## config.mk

```make
export PLATFORM = sky130hd
export DESIGN_NAME = dmem_arbiter
export DESIGN_NICKNAME = d
export VERILOG_FILES = /design/src/rtl/dmem_arbiter.sv
export SDC_FILE = /design/constraint.sdc
export NUM_CORES = 1
export LEC_CHECK = 0
export CAP_MARGIN = 20
export CORE_AREA = 10 10 98 100
export CTS_CLUSTER_SIZE = 12
export DETAILED_ROUTE_END_ITERATION = 6
export DIE_AREA = 0 0 108 110
export DONT_BUFFER_PORTS = 1
export PLACE_DENSITY = 0.41
export REMOVE_ABC_BUFFERS = 1
export SYNTH_ARGS = -nofsm -noshare
export SYNTH_HDL_FRONTEND = slang
export SYNTH_SLANG_ARGS = --single-unit
```

## constraint.sdc

```tcl
create_clock -name clk -period 1.96 [get_ports clk]
set_input_delay 0.294 -clock clk [delete_from_list [all_inputs] [get_ports clk]]
set_output_delay 0.294 -clock clk [all_outputs]
set_load 0.05 [all_outputs]
```

## src/rtl/dmem_arbiter.sv

```systemverilog
// -----------------------------------------------------------------------------
// dmem_arbiter
//   Two-requester arbiter for the shared data-memory load/store port.
//   Requester 0 is the core load/store unit, requester 1 a secondary master
//   (debug/DMA). One access is granted per cycle, load data is registered and
//   returned to the winner one cycle later. Requester 0 wins contested cycles
//   up to CORE_BURST times in a row, then requester 1 gets one. Requester 1 may
//   lock the port for atomic read-modify-write sequences.
//
// Ports
//   clk, reset              system clock, synchronous active-low reset
//   m0_* / m1_*             request, address, size, store data, store strobe
//   m1_lock                 requester 1 keeps ownership after its grant
//   m0_gnt / m1_gnt         access accepted this cycle (combinational)
//   m0_rvalid / m1_rvalid   load data valid in rdata (one cycle after grant)
//   rdata                   registered load data, shared by both requesters
//   mem_*                   memory port (combinational read data in mem_rdata)
//
// Lock FSM
//   state      | meaning
//   -----------+----------------------------------------------------------
//   ST_OPEN    | normal weighted arbitration between both requesters
//   ST_LOCKED  | requester 1 owns the port; requester 0 is never granted
// -----------------------------------------------------------------------------
module dmem_arbiter #(
    parameter int unsigned CORE_BURST = 4
) (
    input  logic        clk,
    input  logic        reset,

    input  logic        m0_req,
    input  logic [31:0] m0_addr,
    input  logic [1:0]  m0_bytes,
    input  logic [31:0] m0_wdata,
    input  logic        m0_we,

    input  logic        m1_req,
    input  logic [31:0] m1_addr,
    input  logic [1:0]  m1_bytes,
    input  logic [31:0] m1_wdata,
    input  logic        m1_we,
    input  logic        m1_lock,

    output logic        m0_gnt,
    output logic        m1_gnt,
    output logic        m0_rvalid,
    output logic        m1_rvalid,
    output logic [31:0] rdata,

    output logic [31:0] mem_addr,
    output logic [1:0]  mem_bytes,
    output logic [31:0] mem_wdata,
    output logic        mem_we,
    output logic        mem_re,
    input  logic [31:0] mem_rdata
);

    typedef enum logic {
        ST_OPEN   = 1'b0,
        ST_LOCKED = 1'b1
    } lock_state_t;

    localparam logic [3:0] BURST_MAX = 4'(CORE_BURST);

    lock_state_t state, state_nxt;
    logic        locked;
    logic        contested;
    logic [3:0]  burst_cnt, burst_cnt_nxt;
    logic [1:0]  last_rd_owner;
    logic [31:0] rdata_q;

    assign locked    = (state == ST_LOCKED);
    assign contested = m0_req & m1_req;

    // Lock state register
    always_ff @(posedge clk) begin
        if (!reset) begin
            state <= ST_OPEN;
        end else begin
            state <= state_nxt;
        end
    end

    // Grant decision and lock next-state
    always_comb begin
        m0_gnt    = 1'b0;
        m1_gnt    = 1'b0;
        state_nxt = state;

        if (reset) begin
            if (locked) begin
                // Requester 0 is shut out; with no m1_req the port idles.
                m1_gnt = m1_req;
            end else if (contested) begin
                if (burst_cnt < BURST_MAX) begin
                    m0_gnt = 1'b1;
                end else begin
                    m1_gnt = 1'b1;
                end
            end else begin
                m0_gnt = m0_req;
                m1_gnt = m1_req;
            end
        end

        case (state)
            ST_OPEN: begin
                if (m1_gnt && m1_lock) begin
                    state_nxt = ST_LOCKED;
                end
            end
            ST_LOCKED: begin
                // The release cycle itself is still arbitrated as locked.
                if (!m1_lock) begin
                    state_nxt = ST_OPEN;
                end
            end
            default: state_nxt = ST_OPEN;
        endcase
    end

    // Fairness counter: counts consecutive contested wins of requester 0.
    always_comb begin
        burst_cnt_nxt = burst_cnt;
        if (!m1_req) begin
            burst_cnt_nxt = 4'd0;
        end else if (contested && m1_gnt) begin
            burst_cnt_nxt = 4'd0;
        end else if (contested && m0_gnt && (burst_cnt < BURST_MAX)) begin
            burst_cnt_nxt = burst_cnt + 4'd1;
        end
    end

    // Memory drive: requester 0 payload is the default so the core path
    // stays mux-free whenever requester 1 is not granted.
    always_comb begin
        mem_addr  = m0_addr;
        mem_bytes = m0_bytes;
        mem_wdata = m0_wdata;
        if (m1_gnt) begin
            mem_addr  = m1_addr;
            mem_bytes = m1_bytes;
            mem_wdata = m1_wdata;
        end
    end

    assign mem_we = (m0_gnt & m0_we) | (m1_gnt & m1_we);
    assign mem_re = (m0_gnt & ~m0_we) | (m1_gnt & ~m1_we);

    // Counter, read-return owner and load data
    always_ff @(posedge clk) begin
        if (!reset) begin
            burst_cnt     <= 4'd0;
            last_rd_owner <= 2'b00;
            rdata_q       <= 32'd0;
        end else begin
            burst_cnt     <= burst_cnt_nxt;
            last_rd_owner <= {m1_gnt & ~m1_we, m0_gnt & ~m0_we};
            if (mem_re) begin
                rdata_q <= mem_rdata;
            end
        end
    end

    assign m0_rvalid = last_rd_owner[0];
    assign m1_rvalid = last_rd_owner[1];
    assign rdata     = rdata_q;

endmodule

```

==> results.cfg <==
[clock_tree]
cts_tree = yes
ctsHoldBuffers = 0
cts_num_sinks = 39
cts.htree.levels = 2
cts_max_path_buffers = 2
insertion_delay_ns = 0.28
cts_buffers = 5
cts-root-buf = clkbuf_8
path_clk_slew_ns = 0.07

[die]
dieWidth_um = 108
dieArea_um2 = 11900
ioPinCount = 275
start_util_pct = 31.1
core_area_um2 = 7650
die_h_um = 110
row_count = 32

[power_and_ir_drop]
power.density_nw_per_um2 = 817
p_leak_nw = 1.31
ir_drop_v = 0.000270

[global_routing]
grt_max_degree = 68
grt_overflow = 0
antenna_found_initial = 1
grt_usage_pct = 17.1
first_global_vias = 2054
grt_pass1_wl_mm = 14.8

[final_layout]
n_antenna_cell = 0
area_growth_pct = 25.2
drive_gt1_share_pct = 39.8
regArea_um2 = 785
fill_cells = 773
final_nets = 422
multi_input_area_um2 = 1600

[drt]
routed_wl_mm = 11.1
post-route-drc-count = 0
vias = 1842
ant_nets = 0
wire_per_inst_um = 31.5
vias_per_cell = 5.22
first_iter_violations = 101
firstDrtPassIters = 4

[worst_hold_path]
hp-class = primary input to register
min_to = burst_cnt[3]
hold_path_depth = 1
hp-start = m0_req

[yosys]
yosysTopAreaCell = dfxtp_1
ys_top_cells_by_area = dfxtp_1 (33%), mux2_2 (31%), mux2i_1 (13%)
synth_area_per_cell_um2 = 9.82
synth_most_common_cell = nand2_1
synth_seq_cells = 39
async_flop_share_pct = 0
synth_warnings = 0
synth_edf_count = 0
yosys.area.top_type_share_pct = 32.8
ys_seq_area_share_pct = 32.8
synth.distinct_cells = 22
netlist_area_um2 = 2380
synthTopCellsByCount = nand2_1 (66), mux2_2 (65), dfxtp_1 (39)
postSynthCellCount = 242
synth-main-ff-cell = dfxtp_1

[flow_run]
max-cap-violations = 0

[sta]
setup_viol = 68
period_needed_ns = 2.13
whs_ns = 0.0719
fmax_mhz = 470
slew_headroom_pct = 63.3
worst_slew_pin_slew_ns = 0.550
final_hold_viol_count = 0
drv_slew = 0
finClkSkew_ns = 0.00289
layout_setup_ws_ns = -0.166
min_period_over_period_pct = 108
grt_setup_unrepaired = yes

[critical_path]
startpoint_type = register
critPathSlowestCell = mux2_2
worst-setup-path-type = register to output port
path_max_fanout = 32
cp.required_ns = 1.67
crit_chain = nor4b_4, or2_4, buf_12, mux2_2
arrival_ns = 1.83
cpPeakStageDelay_ns = 0.50
rrSetupSlack_ns = 0.07
worstReg2RegStart = burst_cnt[2]
end_kind = output port
cp_num_buf_inv = 1
reg2regPathDepth = 8
crit_family = simple AND/OR/NAND/NOR gates
reg2reg_to = rdata[29]

[place]
port-buffer-count = 0
hpwl_mm = 9.19
gp_routability_congestion = 0.866
pre_cts_ws_ns = 0.0373

[status]
violations = negative setup slack
status = complete, but fails checks
==> report_power, final <==
| group | switching [mW] | total, mW | internal, mW |
|---|---|---|---|
| logic | 0.530 | 0.776 | 0.246 |
| clock network | 0.269 | 0.681 | 0.412 |
| registers | 0.147 | 0.975 | 0.828 |
| total | 0.947 | 2.43 | 1.49 |
==> cells by family (layout without fill, tap and decap cells) <==
family / count (synthesis) / count (layout) / synth area share, %
AO/OA/AOI/OAI: 6 / 6 / 2.58
adder cells (fa/ha/maj): 1 / 1 / 0.526
buffers and inverters: 21 / 30 / 5.58
flip-flops: 39 / 39 / 32.8
multiplexers: 99 / 99 / 45.2
AND/OR/NAND/NOR: 76 / 76 / 13.3
==> cell usage in the layout (no fill, tap or decap), types with 2 or more instances in the layout <==
cell type  synthesis  layout
nand2_1           66      66
dfxtp_1           39      36
mux2_4             0      35
mux2_2            65      32
mux2i_1           32      32
buf_12             0       7
clkbuf_8           0       6
buf_4              1       6
nor2_1             5       5
inv_1              3       3
dfxtp_2            0       3
buf_16             0       3
a32oi_1            2       2
==> worst max path at each step <==
stage | from | endpoint | cells after the start
global placement | burst_cnt[2] | mem_addr[17] | 5
floorplan | burst_cnt[2] | mem_we | 4
detailed placement | burst_cnt[2] | mem_addr[17] | 5
CTS | burst_cnt[2] | mem_addr[8] | 4
global route | burst_cnt[2] | mem_addr[12] | 4
finish | burst_cnt[2] | mem_addr[12] | 4
==> worst reg2reg max path: cells and delay by family, from the launching register on <==
family	cells	cell delay, ns
compound gates	1	0.08
mux	1	0.11
flops	1	0.34
simple gates	2	0.51
buf+inv	4	0.75
==> stage by stage <==
step           area (um^2)  power [mW]  setup TNS (ns)  cells  util, %
2_1_floorplan         2260        1.58         -132.16    224        -
3_3_place_gp          2530        1.69               0    336     33.1
3_5_place_dp          2530        1.69               0    336     33.1
4_1_cts               2950        2.47          -10.14    352     38.6
5_1_grt               2980        2.52          -12.99    353     38.9
6_report              2980        2.43           -8.91    353     38.9
==> per-layer routing <==
layer	track usage, %	vias to the layer above	wire length, um
li1	-	846	-
met1	16.3	844	3570
met2	28.9	137	5540
met3	12.2	13	1820
met4	5.06	2	155
met5	0	-	18
==> cell type report <==
class,instances,share of cell area [%]
multi-input cells,182,53.7
inverters,3,0.378
repair buffers,19,11.3
flip-flops and latches,39,26.4
clock inverters,2,1.18
clock buffers,6,2.78
well taps,102,4.29
==> timing repair <==
action	CTS	global route
setup endpoints to repair	68	76
buffers inserted	4	0
resized for setup	45	0
pin swaps	2	1
cloned	4	1
==> flip-flops by register name, indices dropped and copies added, names as in the netlist <==
signal / flops
last_rd_owner: 2
burst_cnt: 4
rdata: 32
locked: 1
Power figures use the tool's default switching activity.
